--- src/rtl/handshake_tx_arbiter.sv ---
// handshake_tx_arbiter: round-robin arbiter over NUM_CLIENTS requesters feeding
// a single 4-phase req/ack sender toward a receiver in another clock domain.

// Per-client slice: flags an all-ones word and produces the accept pulse.
module handshake_tx_arbiter_lane #(
  parameter int DATA_WIDTH = 4,
  parameter int GW         = 2,
  parameter int IDX        = 0
) (
  input  logic                  clk,
  input  logic                  rst,
  input  logic [DATA_WIDTH-1:0] word,
  input  logic [GW-1:0]         sel,
  input  logic                  take,
  output logic                  ones,
  output logic                  ready
);
  localparam logic [GW-1:0] MY_ID = GW'(IDX);

  assign ones = &word;

  // one-cycle accept pulse on the edge this lane's word is taken or dropped
  always_ff @(posedge clk) begin
    if (rst) ready <= 1'b0;
    else     ready <= take && (sel == MY_ID);
  end
endmodule

module handshake_tx_arbiter #(
  parameter int DATA_WIDTH  = 4,
  parameter int NUM_CLIENTS = 4,
  parameter int ACK_TIMEOUT = 255
) (
  input  logic                              clk,
  input  logic                              rst,
  input  logic [NUM_CLIENTS-1:0]            cli_valid,
  input  logic [NUM_CLIENTS*DATA_WIDTH-1:0] cli_data,
  output logic [NUM_CLIENTS-1:0]            cli_ready,
  output logic                              req_out,
  output logic [DATA_WIDTH-1:0]             data_out,
  input  logic                              ack_in,
  output logic [$clog2(NUM_CLIENTS)-1:0]    grant_id,
  output logic                              busy,
  output logic                              done_pulse,
  output logic                              reject_pulse,
  output logic                              timeout_pulse
);
  localparam int GW = $clog2(NUM_CLIENTS);
  localparam int SW = GW + 1;
  localparam int CW = $clog2(ACK_TIMEOUT + 1);
  localparam logic [CW-1:0] TMO      = CW'(ACK_TIMEOUT);
  localparam logic [GW-1:0] LAST_CLI = GW'(NUM_CLIENTS - 1);
  localparam logic [SW-1:0] NCLI     = SW'(NUM_CLIENTS);

  typedef enum logic [1:0] {
    IDLE         = 2'd0,
    REQ_HIGH     = 2'd1,
    WAIT_ACK_LOW = 2'd2
  } state_t;

  state_t state, state_nx;

  logic [NUM_CLIENTS-1:0][DATA_WIDTH-1:0] cli_words;
  logic [NUM_CLIENTS-1:0]                 lane_ones;
  logic [GW-1:0]                          last_grant;
  logic [GW-1:0]                          sel;
  logic [GW-1:0]                          cand;
  logic [SW-1:0]                          sum;
  logic                                   found;
  logic                                   ack_m, ack_s;
  logic [CW-1:0]                          wait_cnt;
  logic                                   timed_out;
  logic                                   do_grant, do_reject, do_tmo, do_done;
  logic                                   take;
  logic [DATA_WIDTH-1:0]                  sel_word;
  logic                                   sel_ones;

  assign cli_words = cli_data;
  assign sel_word  = cli_words[sel];
  assign sel_ones  = lane_ones[sel];
  assign take      = do_grant | do_reject;

  for (genvar i = 0; i < NUM_CLIENTS; i++) begin : g_lane
    handshake_tx_arbiter_lane #(
      .DATA_WIDTH (DATA_WIDTH),
      .GW         (GW),
      .IDX        (i)
    ) u_lane (
      .clk   (clk),
      .rst   (rst),
      .word  (cli_words[i]),
      .sel   (sel),
      .take  (take),
      .ones  (lane_ones[i]),
      .ready (cli_ready[i])
    );
  end

  // two-flop synchronizer; nothing downstream looks at raw ack_in
  always_ff @(posedge clk) begin
    if (rst) begin
      ack_m <= 1'b0;
      ack_s <= 1'b0;
    end else begin
      ack_m <= ack_in;
      ack_s <= ack_m;
    end
  end

  // round-robin search starting one past the last served client
  always_comb begin
    sel   = last_grant;
    found = 1'b0;
    sum   = '0;
    cand  = '0;
    for (int k = 1; k <= NUM_CLIENTS; k++) begin
      sum = {1'b0, last_grant} + SW'(k);
      if (sum >= NCLI) sum = sum - NCLI;
      cand = sum[GW-1:0];
      if (!found && cli_valid[cand]) begin
        found = 1'b1;
        sel   = cand;
      end
    end
  end

  // next-state and one-shot event decode
  always_comb begin
    state_nx  = state;
    do_grant  = 1'b0;
    do_reject = 1'b0;
    do_tmo    = 1'b0;
    do_done   = 1'b0;
    unique case (state)
      IDLE: begin
        if (found) begin
          if (sel_ones) begin
            do_reject = 1'b1;
          end else begin
            do_grant = 1'b1;
            state_nx = REQ_HIGH;
          end
        end
      end
      REQ_HIGH: begin
        // a real ack wins over a coincident timeout
        if (ack_s) begin
          state_nx = WAIT_ACK_LOW;
        end else if (wait_cnt == TMO) begin
          do_tmo   = 1'b1;
          state_nx = WAIT_ACK_LOW;
        end
      end
      WAIT_ACK_LOW: begin
        if (!ack_s) begin
          state_nx = IDLE;
          do_done  = !timed_out;
        end
      end
      default: state_nx = IDLE;
    endcase
  end

  // state register, busy flag and status pulses
  always_ff @(posedge clk) begin
    if (rst) begin
      state         <= IDLE;
      busy          <= 1'b0;
      done_pulse    <= 1'b0;
      reject_pulse  <= 1'b0;
      timeout_pulse <= 1'b0;
    end else begin
      state         <= state_nx;
      busy          <= (state_nx != IDLE);
      done_pulse    <= do_done;
      reject_pulse  <= do_reject;
      timeout_pulse <= do_tmo;
    end
  end

  // grant bookkeeping: word/id are captured once and held until back in IDLE
  always_ff @(posedge clk) begin
    if (rst) begin
      last_grant <= LAST_CLI;
      data_out   <= '0;
      grant_id   <= '0;
    end else begin
      if (take) last_grant <= sel;
      if (do_grant) begin
        data_out <= sel_word;
        grant_id <= sel;
      end
    end
  end

  // request line, ack wait counter and timeout flag for the current transfer
  always_ff @(posedge clk) begin
    if (rst) begin
      req_out   <= 1'b0;
      wait_cnt  <= '0;
      timed_out <= 1'b0;
    end else if (do_grant) begin
      req_out   <= 1'b1;
      wait_cnt  <= '0;
      timed_out <= 1'b0;
    end else if (state == REQ_HIGH) begin
      wait_cnt <= wait_cnt + CW'(1);
      if (state_nx == WAIT_ACK_LOW) req_out <= 1'b0;
      if (do_tmo) timed_out <= 1'b1;
    end
  end
endmodule

--- config.mk ---
export PLATFORM = sky130hd
export DESIGN_NAME = handshake_tx_arbiter
export DESIGN_NICKNAME = d
export VERILOG_FILES = /design/src/rtl/handshake_tx_arbiter.sv
export SDC_FILE = /design/constraint.sdc
export NUM_CORES = 1
export LEC_CHECK = 0
export BUFFER_PORTS_ARGS = -buffer_cell sky130_fd_sc_hd__buf_2
export CAP_MARGIN = 5
export CORE_UTILIZATION = 45
export CTS_CLUSTER_DIAMETER = 100
export DETAILED_ROUTE_END_ITERATION = 16
export PLACE_DENSITY = 0.72
export SLEW_MARGIN = 10
export SYNTH_ARGS = -nofsm -noshare
export SYNTH_HDL_FRONTEND = slang
export SYNTH_HIERARCHICAL = 1
export SYNTH_SLANG_ARGS = --single-unit
--- constraint.sdc ---
create_clock -name clk -period 2 [get_ports clk]
set_input_delay 0.2 -clock clk [delete_from_list [all_inputs] [get_ports clk]]
set_output_delay 0.2 -clock clk [all_outputs]
set_load 0.01 [all_outputs]
# Yosys cells after proc, flatten, opt, wreduce, memory -nomap -nowiden
# Cells that the tools add are included.
[op_classes] add_sub_neg=9 muxes=42 order_cmp=9 bitwise_logic=2 reduce_logical=24 n_eq_ne=7
[op_table] operator="$mux 2" count=13
[op_table] operator="$mux 1" count=21
[op_table] operator="$reduce_and 4->1" count=4
[op_table] operator="$lt 2x3->1 const B" count=5
[op_table] operator="$ge 3x3->1 const B" count=4
[op_table] operator="$bmux 1 s2" count=5
[op_table] operator="$add 8x1->8 const B" count=1
[op_table] operator="$bmux 4 s2" count=1
[op_table] operator="$eq 2x2->1 const B" count=4
[op_table] operator="$eq 8x8->1 const B" count=1
[op_table] operator="$sub 2x1->2 const B" count=4
[op_table] operator="$logic_and 1x1->1" count=7
[op_table] operator="$add 2x2->3 const B" count=2
[op_table] operator="$pmux 2 s3" count=1
[op_table] operator="$reduce_bool 2->1" count=3
[op_table] operator="$eq 2x1->1 const B" count=2
[op_table] operator="$logic_not 1->1" count=4
[op_table] operator="$logic_not 2->1" count=2
[op_table] operator="$mux 4" count=1
[op_table] operator="$reduce_and 2->1" count=2
[op_table] operator="$add 2x1->3 const B" count=1
[op_table] operator="$add 2x3->3 const B" count=1
[op_table] operator="$reduce_or 3->1" count=1
[op_table] operator="$reduce_or 2->1" count=1
[op_table] operator="2 further kinds" count=2
[totals] regBits=30 out_inout_bits=15 inputBits=23 wordCells=110

# Longest topological paths before layout
# Gate-level depths: netlist (run 1).
[logic_depth] ltp_word=24 mapped_depth=8 depth_no_buf=7

# Hierarchy
# Netlist (run 1), hierarchy kept.
[by_module_without_submodules] mod="handshake_tx_arbiter" n_inst=1 seq_area_each_um2=520.5 area_per_inst_um2=1305.0 cells_per_inst=141
[by_module_without_submodules] mod="handshake_tx_arbiter_lane (g_lane[1].u_lane ...)" n_inst=2 seq_area_each_um2=20.0 area_per_inst_um2=41.3 cells_per_inst=3
[by_module_without_submodules] mod="handshake_tx_arbiter_lane (g_lane[0].u_lane)" n_inst=1 seq_area_each_um2=20.0 area_per_inst_um2=43.8 cells_per_inst=3
[by_module_without_submodules] mod="handshake_tx_arbiter_lane (g_lane[3].u_lane)" n_inst=1 seq_area_each_um2=20.0 area_per_inst_um2=38.8 cells_per_inst=3

# Worst setup path before layout (run 1)
# OpenSTA, ideal clock, no wires.
[synth_path] kind="register to register" startpoint="register last_grant[1]" endpoint="register data_out[0]" arrival_ns=1.921 synth_period_minus_slack_ns=1.989 stages_incl_launch_ff=9 setup_slack_ns=0.011 setup_time_ns=0.069 t_required_ns=1.931 path_buffers=2 path_cell_list="dfxtp_1 -> buf_6 -> or2b_1 -> a31oi_4 -> mux2_4 -> o2bb2a_4 -> buf_6 -> a211o_1 -> a21oi_2"
[synth_between] elab_chain_len=20 elab_cells_between_ends=45 classes_between="add/sub (8); order compare (4); mux (27); reduce/logical (6)"
[synth_lines] element="start: declaration" line_no="65" text="logic [GW-1:0] last_grant;"
[synth_lines] element="start signal: assignment" line_no="188" text="if (take) last_grant <= sel;"
[synth_lines] element="$add 2x1->3" line_no="117" text="sum = {1'b0, last_grant} + SW'(k);"
[synth_lines] element="$ge 3x3->1 or $sub 2x1->2 (tied branches)" line_no="118" text="if (sum >= NCLI) sum = sum - NCLI;"
[synth_lines] element="$mux 2" line_no="118"
[synth_lines] element="$bmux 1 s2" line_no="120" text="if (!found && cli_valid[cand]) begin"
[synth_lines] element="$mux 1 (not written as such)" line_no="120"
[synth_lines] element="$mux 1" line_no="120"
[synth_lines] element="$logic_not 1->1" line_no="120"
[synth_lines] element="$logic_and 1x1->1" line_no="120"
[synth_lines] element="[... 4 more ...]"
[synth_lines] element="$logic_not 1->1" line_no="120"
[synth_lines] element="$logic_and 1x1->1" line_no="120"
[synth_lines] element="$mux 2" line_no="120"
[synth_lines] element="$bmux 1 s2" line_no="80" text="assign sel_ones = lane_ones[sel];"
[synth_lines] element="$mux 1 (not written as such)" line_no="80"
[synth_lines] element="$mux 1" line_no="137" text="if (sel_ones) begin"
[synth_lines] element="$mux 1" line_no="136" text="if (found) begin"
[synth_lines] element="$mux 1" line_no="134" text="unique case (state)"
[synth_lines] element="end signal: assignment" line_no="190" text="data_out <= sel_word;"
[synth_lines] element="end: declaration" line_no="40" text="output logic [DATA_WIDTH-1:0] data_out,"
# Several ways; a longest one is shown, not always the timed one. The select of a mux whose other input is x is not followed.
# A chain may end at the register's enable or synchronous reset.

# Worst setup path in the final report (run 1)
[layout_path] startpoint="register last_grant[0]" endpoint="register data_out[1]"
# Same word-level chain as after synthesis.

==> flow_summary.rst, run 1 <==
.. list-table::
   :header-rows: 1

   * - Metric
     - Value
   * - Status
     - finished clean
   * - Filler-free cell count of the finished design
     - 240
   * - Standard-cell row count
     - 20
   * - Largest area contributor in the netlist
     - sky130_fd_sc_hd__dfxtp_1
   * - Clock buffer count from CTS
     - 5
   * - Synth Net Count
     - 177
   * - First-pass GRT wire length
     - 5043 µm
   * - Standby leakage power
     - 0.7564 nW
   * - Clock sink total
     - 30
   * - Quantity of I/O buffers inserted on ports
     - 37
   * - Depth of the worst register-to-register path
     - 6
   * - Capturing point of the worst reg2reg path
     - data_out[1]
   * - Number of DRC violations after detailed routing
     - 0
   * - Crit Reg-Reg Startpoint
     - last_grant[0]
   * - Worst EP arrival
     - 2210 ps
   * - Worst min path class
     - in2reg
   * - DR iter-0 viols
     - 30
   * - Maximum VDD drop
     - 0.5207 mV
   * - Number of register bits inferred by synthesis
     - 30
   * - Total wirelength of the detailed-routed design
     - 2966 µm
   * - Clock root buffer master
     - sky130_fd_sc_hd__clkbuf_4
   * - Share of the synthesized area in the top cell type
     - 0.4085
   * - Final worst clock skew
     - 9.891 ps
   * - Number of I/O pins
     - 38
   * - Cell with the most instances after synthesis
     - sky130_fd_sc_hd__dfxtp_1
   * - Final net count
     - 220
   * - Part of the cycle the worst path needs
     - 0.9680
   * - Post-route worst hold slack
     - 68.01 ps
   * - Worst setup path category
     - reg2reg
   * - Residual overflow from global routing
     - 0
   * - Chip height
     - 59.16 µm
   * - Weighted congestion at the end of routability-driven global placement
     - 0.8599
   * - Detailed-route vias per instance
     - 5.200
   * - GR Util All Layers
     - 0.1956
   * - Dpl cells
     - 232
   * - Launching element type of the critical path
     - register
   * - Worst-path clk slew
     - 90 ps
   * - Hold Violations, Final
     - 0
   * - Max Clock Freq
     - 516.5 MHz
   * - Normalized max-slew margin
     - 0.7040
   * - Core Region
     - 0.003078 mm²
   * - Max Transition Viols Final
     - 0
   * - Transition time of the tightest slew-check pin
     - 444.0 ps
   * - Clock Latency Late Sink
     - 330 ps
   * - Most used flip-flop cell after synthesis
     - sky130_fd_sc_hd__dfxtp_1
   * - Pwr Density
     - 900.4 mW/mm²
   * - Number of flops mapped to enable cells by yosys
     - 0
   * - Maximum number of pins on one net before global-route repair
     - 22
   * - Post-synth top cells
     - 30 x sky130_fd_sc_hd__dfxtp_1, 21 x sky130_fd_sc_hd__nor2_1, 15 x sky130_fd_sc_hd__nand2_1
   * - Chip Width
     - 59.16 µm
   * - Minimum clock period after layout
     - 1936 ps
   * - Deepest level of the CTS H-tree
     - 2
   * - Post-detailed-route wirelength per cell
     - 12.36 µm
   * - Clock Tree Buf Depth
     - 2
   * - Ys Warns
     - 6
   * - Via Count
     - 1248
   * - Vias in the first global route
     - 1202
   * - First-pass iteration count of the detailed router
     - 4
   * - Starting density of the core
     - 0.4776
   * - Leading cell types by total area after synthesis
     - sky130_fd_sc_hd__dfxtp_1 41%, sky130_fd_sc_hd__nor2_1 5.4%, sky130_fd_sc_hd__mux2i_1 4.8%
   * - Max-Cap Viols
     - 0
   * - Post-synthesis area per instance
     - 9.609 µm²
   * - Post-synth ARST share
     - 0
   * - Total die area
     - 0.003499 mm²
   * - P&R area growth vs syn
     - 19.91%
   * - Placed wire-length estimate after detailed placement
     - 2254 µm
   * - Post-Syn Area
     - 0.001470 mm²
   * - Routed Antenna Nets
     - 0
   * - Number of endpoints failing setup at the final stage
     - 0
   * - Crit. Startpoint
     - last_grant[0]
   * - Data required, critical path
     - 2270 ps
   * - Critical Path Sink
     - data_out[1]
   * - Number of different library cells in the post-synthesis netlist
     - 43
   * - Category of the worst setup path capture point
     - register
   * - RSZ-0062 raised after global routing
     - false
   * - Total of hold buffers inserted after clock tree synthesis
     - 0
   * - TritonCTS clock tree
     - yes
   * - Slack of the worst reg-to-reg path
     - 60 ps
   * - Share of cells above drive strength 1
     - 0.3571
   * - Count of antenna diodes in the layout
     - 0
   * - Portion of the post-synthesis area used by sequential elements
     - 0.4085
   * - Initial antenna violation count
     - 0
   * - Maximum fanout encountered on the critical timing path
     - 12
   * - Number of instances in the synthesized netlist
     - 153
-- worst max-delay path, cell delays in order, from the launching register on --
cell and delay [ps]:
sky130_fd_sc_hd__dfxtp_2 360, sky130_fd_sc_hd__or2b_1 270, sky130_fd_sc_hd__a31oi_4 240, sky130_fd_sc_hd__mux2_4 340, sky130_fd_sc_hd__o2bb2a_4 260, sky130_fd_sc_hd__a211o_1 260
sky130_fd_sc_hd__a21oi_2 140
-- logic make-up (layout without fill, tap and decap cells) --
family / Yosys count / in the layout / share of synthesized area
compound gates: 29 / 29 / 0.1643
xor+xnor: 7 / 7 / 0.04170
fa+ha+maj: 1 / 1 / 0.008509
buf+inv: 8 / 51 / 0.03403
flops: 30 / 30 / 0.4085
mux: 8 / 8 / 0.05787
simple gates: 70 / 70 / 0.2851
-- report_power, final --
part	switching, mW	total [mW]	internal, mW
Sequential	0.0434	0.711	0.668
Combinational	0.292	0.549	0.256
Clock	0.202	0.328	0.126
Total	0.538	1.59	1.05
-- layer usage --
metal	vias up	track usage	share of wire
li1	629	-	-
met1	579	0.2172	0.42
met2	33	0.3425	0.52
met3	7	0.04803	0.039
met4	0	0.1054	0.022
met5	-	0	0
-- cell usage in the layout, fill, tap and decap left out, types with 3 or more instances in the layout --
| cell | synthesis | final |
|---|---|---|
| sky130_fd_sc_hd__clkinv_2 | 1 | 3 |
| sky130_fd_sc_hd__and4_1 | 4 | 4 |
| sky130_fd_sc_hd__buf_2 | 3 | 37 |
| sky130_fd_sc_hd__a21oi_1 | 8 | 8 |
| sky130_fd_sc_hd__a211o_1 | 5 | 5 |
| sky130_fd_sc_hd__xor2_1 | 3 | 3 |
| sky130_fd_sc_hd__a211oi_1 | 4 | 4 |
| sky130_fd_sc_hd__buf_4 | 0 | 5 |
| sky130_fd_sc_hd__clkbuf_4 | 0 | 5 |
| sky130_fd_sc_hd__nor2_1 | 21 | 21 |
| sky130_fd_sc_hd__nand2b_1 | 4 | 3 |
| sky130_fd_sc_hd__and2b_1 | 4 | 4 |
| sky130_fd_sc_hd__a21oi_2 | 4 | 4 |
| sky130_fd_sc_hd__xnor2_1 | 4 | 4 |
| sky130_fd_sc_hd__mux2i_1 | 7 | 6 |
| sky130_fd_sc_hd__nand2_1 | 15 | 15 |
| sky130_fd_sc_hd__nor2b_1 | 3 | 3 |
| sky130_fd_sc_hd__dfxtp_1 | 30 | 28 |
-- state kept, by name, indices dropped and copies added, names as in the netlist --
signal,flops
wait_cnt,8
data_out,4
g_lane.u_lane/ready,4
grant_id,2
last_grant,2
state,2
ack_m,1
ack_s,1
busy,1
done_pulse,1
reject_pulse,1
req_out,1
timed_out,1
timeout_pulse,1
-- layout make-up --
type                            count  area, µm²
Sequential cell                    30      603.1
Timing Repair Buffer               42      222.7
Inverter                            2      8.758
Multi-Input combinational cell    115      825.8
Clock inverter                      2      10.01
Tap cell                           44      55.05
Clock buffer                        5      37.54
Fill cell                         289       1315
-- worst min-delay path by stage --
stage / cells after the start / end / startpoint / slack (ps)
6_report: 2 / ack_m / ack_in / 70
5_1_grt: 2 / ack_m / ack_in / 110
4_1_cts: 2 / ack_m / ack_in / 60
3_5_place_dp: 2 / ack_m / ack_in / 410
3_3_place_gp: 2 / ack_m / ack_in / 410
2_1_floorplan: 1 / ack_m / rst / 270
-- metrics by stage --
| stage | util | total power, mW | TNS (ps) | worst slack (ps) | cell area (µm²) |
|---|---|---|---|---|---|
| 2_1_floorplan | - | 1.116 | 0 | 10.79 | 1470 |
| 3_3_place_gp | 0.5520 | 1.244 | 0 | 86.93 | 1699 |
| 3_5_place_dp | 0.5520 | 1.260 | -19.94 | -13.84 | 1699 |
| 4_1_cts | 0.5683 | 1.590 | 0 | 6.039 | 1749 |
| 5_1_grt | 0.5728 | 1.675 | 0 | 12.54 | 1763 |
| 6_report | 0.5728 | 1.587 | 0 | 64.03 | 1763 |
-- timing repair --
item,CTS,global route
pin swaps,0,2
resized for setup,1,3
cloned,0,0
endpoints found under the setup margin,6,5
setup buffers,0,1
(Power assumes the default switching activity.)
==> run 2: changes to the inputs <==
- PLACE_DENSITY: 0.72 -> 0.7
- clock period: 2 -> 2.5 ns (I/O delays scaled with it)
==> flow_summary.rst, run 2 (synthesis gave the netlist of run 1 again) <==
.. list-table::
   :header-rows: 1

   * - Metric
     - Value
   * - Final worst clock skew
     - 9.479 ps (-0.4124 ps)
   * - Hold Violations, Final
     - 0 (unchanged)
   * - Count of antenna diodes in the layout
     - 0 (unchanged)
   * - Worst-path clk slew
     - 100 ps (about the same)
   * - Placed wire-length estimate after detailed placement
     - 2277 µm (+1.0%)
   * - Total of hold buffers inserted after clock tree synthesis
     - 0 (unchanged)
   * - Met2 wire len
     - 1502 µm (-2.6%)
   * - Data required, critical path
     - 2710 ps (+440 ps)
   * - Category of the worst setup path capture point
     - register
   * - Routed Antenna Nets
     - 0 (unchanged)
   * - Setup repair bufs after CTS
     - 0 (unchanged)
   * - Status
     - finished clean
   * - First-pass GRT wire length
     - 4850 µm (-3.8%)
   * - Number of DRC violations after detailed routing
     - 0 (unchanged)
   * - Vias in the first global route
     - 1127 (-6.2%)
   * - Share of cells above drive strength 1
     - 0.3299 (-0.02725)
   * - Register ranked first by flip-flop count
     - wait_cnt
   * - Standby leakage power
     - 0.7583 nW (+0.26%)
   * - Ordered list of cells on the worst path
     - nand3b_1, a31oi_4, mux2i_1, o2bb2a_4, nand2b_1, nor2_1
   * - Quantity of I/O buffers inserted on ports
     - 37 (unchanged)
   * - Most used cells in the layout excluding fill and tap cells
     - 37 x sky130_fd_sc_hd__buf_2, 30 x sky130_fd_sc_hd__dfxtp_1, 21 x sky130_fd_sc_hd__nor2_1, 15 x sky130_fd_sc_hd__nand2_1, 8 x sky130_fd_sc_hd__a21oi_1
   * - Normalized max-slew margin
     - 0.7238 (+0.01976)
   * - Detailed-route vias per instance
     - 5.050 (-2.9%)
   * - Met3 Wirelength
     - 152 µm (+30%)
   * - Top layer used by detailed routing
     - met4
   * - Clock Tree Buf Depth
     - 2 (unchanged)
   * - Final net count
     - 217 (-1.4%)
   * - Worst min path class
     - in2reg
   * - Residual overflow from global routing
     - 0 (unchanged)
   * - RSZ-0062 raised after global routing
     - false
   * - GR Util All Layers
     - 0.1908 (-0.004778)
   * - Transition time of the tightest slew-check pin
     - 414.3 ps (-29.65 ps)
   * - Total Negative Setup Slacks
     - 0 ps (unchanged)
   * - Total die area
     - 0.003499 mm² (unchanged)
   * - Deepest level of the CTS H-tree
     - 2 (unchanged)
   * - Post-detailed-route wirelength per cell
     - 12.39 µm (+0.30%)
   * - Number of inserted filler cells in the final layout
     - 291 (+0.69%)
   * - Maximum fanout encountered on the critical timing path
     - 12 (unchanged)
   * - Post-CTS sizing
     - 0 (-1)
   * - Max Transition Viols Final
     - 0 (unchanged)
   * - Worst EP arrival
     - 2460 ps (+250 ps)
   * - Initial antenna violation count
     - 0 (unchanged)
   * - P&R area growth vs syn
     - 19.91% (unchanged)
   * - Max Clock Freq
     - 444.3 MHz (-14%)
   * - Post-route worst hold slack
     - 141.4 ps (+73.35 ps)
   * - Number of endpoints failing setup at the final stage
     - 0 (unchanged)
   * - First-pass iteration count of the detailed router
     - 4 (unchanged)
   * - Largest incremental delay on the critical path
     - 540 ps (+180 ps)
   * - Standard-cell row count
     - 20 (unchanged)
   * - Chip height
     - 59.16 µm (unchanged)
   * - Chip Width
     - 59.16 µm (unchanged)
   * - Worst setup path category
     - reg2reg
   * - Part of the cycle the worst path needs
     - 0.9003 (-0.06770)
   * - Clock sink total
     - 30 (unchanged)
   * - Registers with the most flip-flops
     - wait_cnt (8), data_out (4), g_lane.u_lane/ready (4)
   * - Core Region
     - 0.003078 mm² (unchanged)
   * - Clock Latency Late Sink
     - 330 ps (about the same)
   * - Launching element type of the critical path
     - register
   * - Total wirelength of the detailed-routed design
     - 2950 µm (-0.54%)
   * - Via Count
     - 1202 (-3.7%)
   * - TritonCTS clock tree
     - yes
   * - Library cell contributing the largest single delay on the critical path
     - sky130_fd_sc_hd__dfxtp_1
   * - Most common cell after layout, fill and taps aside
     - sky130_fd_sc_hd__buf_2
   * - Max-Cap Viols
     - 0 (unchanged)
   * - Number of I/O pins
     - 38 (unchanged)
   * - Pwr Density
     - 755.8 mW/mm² (-16%)
   * - End-of-flow core utilization
     - 0.5728 (unchanged)
   * - Starting density of the core
     - 0.4776 (unchanged)
   * - Weighted congestion at the end of routability-driven global placement
     - 0.7732 (-10%)
   * - Maximum number of pins on one net before global-route repair
     - 22 (unchanged)
   * - DR iter-0 viols
     - 42 (+40%)
   * - Minimum clock period after layout
     - 2251 ps (+314.8 ps)
   * - Clock root buffer master
     - sky130_fd_sc_hd__clkbuf_4
   * - Number of flip-flops in the largest register
     - 8 (unchanged)
   * - Met1 WL
     - 1239 µm (about the same)
   * - Clock buffer count from CTS
     - 5 (unchanged)
   * - Maximum VDD drop
     - 0.3997 mV (-23%)
## run 2: changes by cell type in the layout (fill, tap and decap cells not counted), sizes merged
cell / previous run / this run
clkbuf: 5 / 8
buf: 42 / 39
clkinv: 3 / 1
## run 2: final timing paths
kind,end,startpoint,slack [ps],cells past startpoint
worst max-delay path,wait_cnt[3],last_grant[1],250,6
worst min-delay path,ack_m,ack_in,140,2
worst min register to register,done_pulse,timed_out,430,1
worst max register to register,wait_cnt[3],last_grant[1],250,6
## run 2: cell type report
cell class	instances	area, µm²	share of cell area
Tap cell	44	55.05	0.03123
Clock buffer	8	78.83	0.04471
Inverter	2	8.758	0.004968
Multi-Input combinational cell	115	819.5	0.4649
Timing Repair Buffer	39	200.2	0.1136
Sequential cell	30	600.6	0.3407
## run 2: per-stage QoR
| stage | cells | cell area, µm² | setup slack, ps | total power [mW] |
|---|---|---|---|---|
| 2_1_floorplan | 153 | 1470 | 510.8 | 0.8932 |
| 3_3_place_gp | 230 | 1684 | 394.2 | 0.9826 |
| 4_1_cts | 238 | 1763 | 235.6 | 1.349 |
| 3_5_place_dp | 230 | 1684 | 255.0 | 0.9947 |
| 6_report | 238 | 1763 | 249.3 | 1.333 |
| 5_1_grt | 238 | 1763 | 76.11 | 1.407 |
## run 2: worst max-delay path: cells and delay by family, from the launching register on
family           cells  cell delay [ps]
flip-flops           1              540
AND/OR/NAND/NOR      3              540
multiplexers         1              390
AO/OA/AOI/OAI        2              650
## run 2: routing by layer
metal | track usage | vias up
met1 | 0.1976 | 544
met5 | 0 | -
li1 | - | 624
met4 | 0.09184 | 0
met3 | 0.07205 | 5
met2 | 0.3377 | 29
## run 2: power by group
group          switching [mW]  internal [mW]
Combinational           0.223          0.188
Clock                   0.160          0.192
Sequential             0.0368          0.532
Total                   0.421          0.912
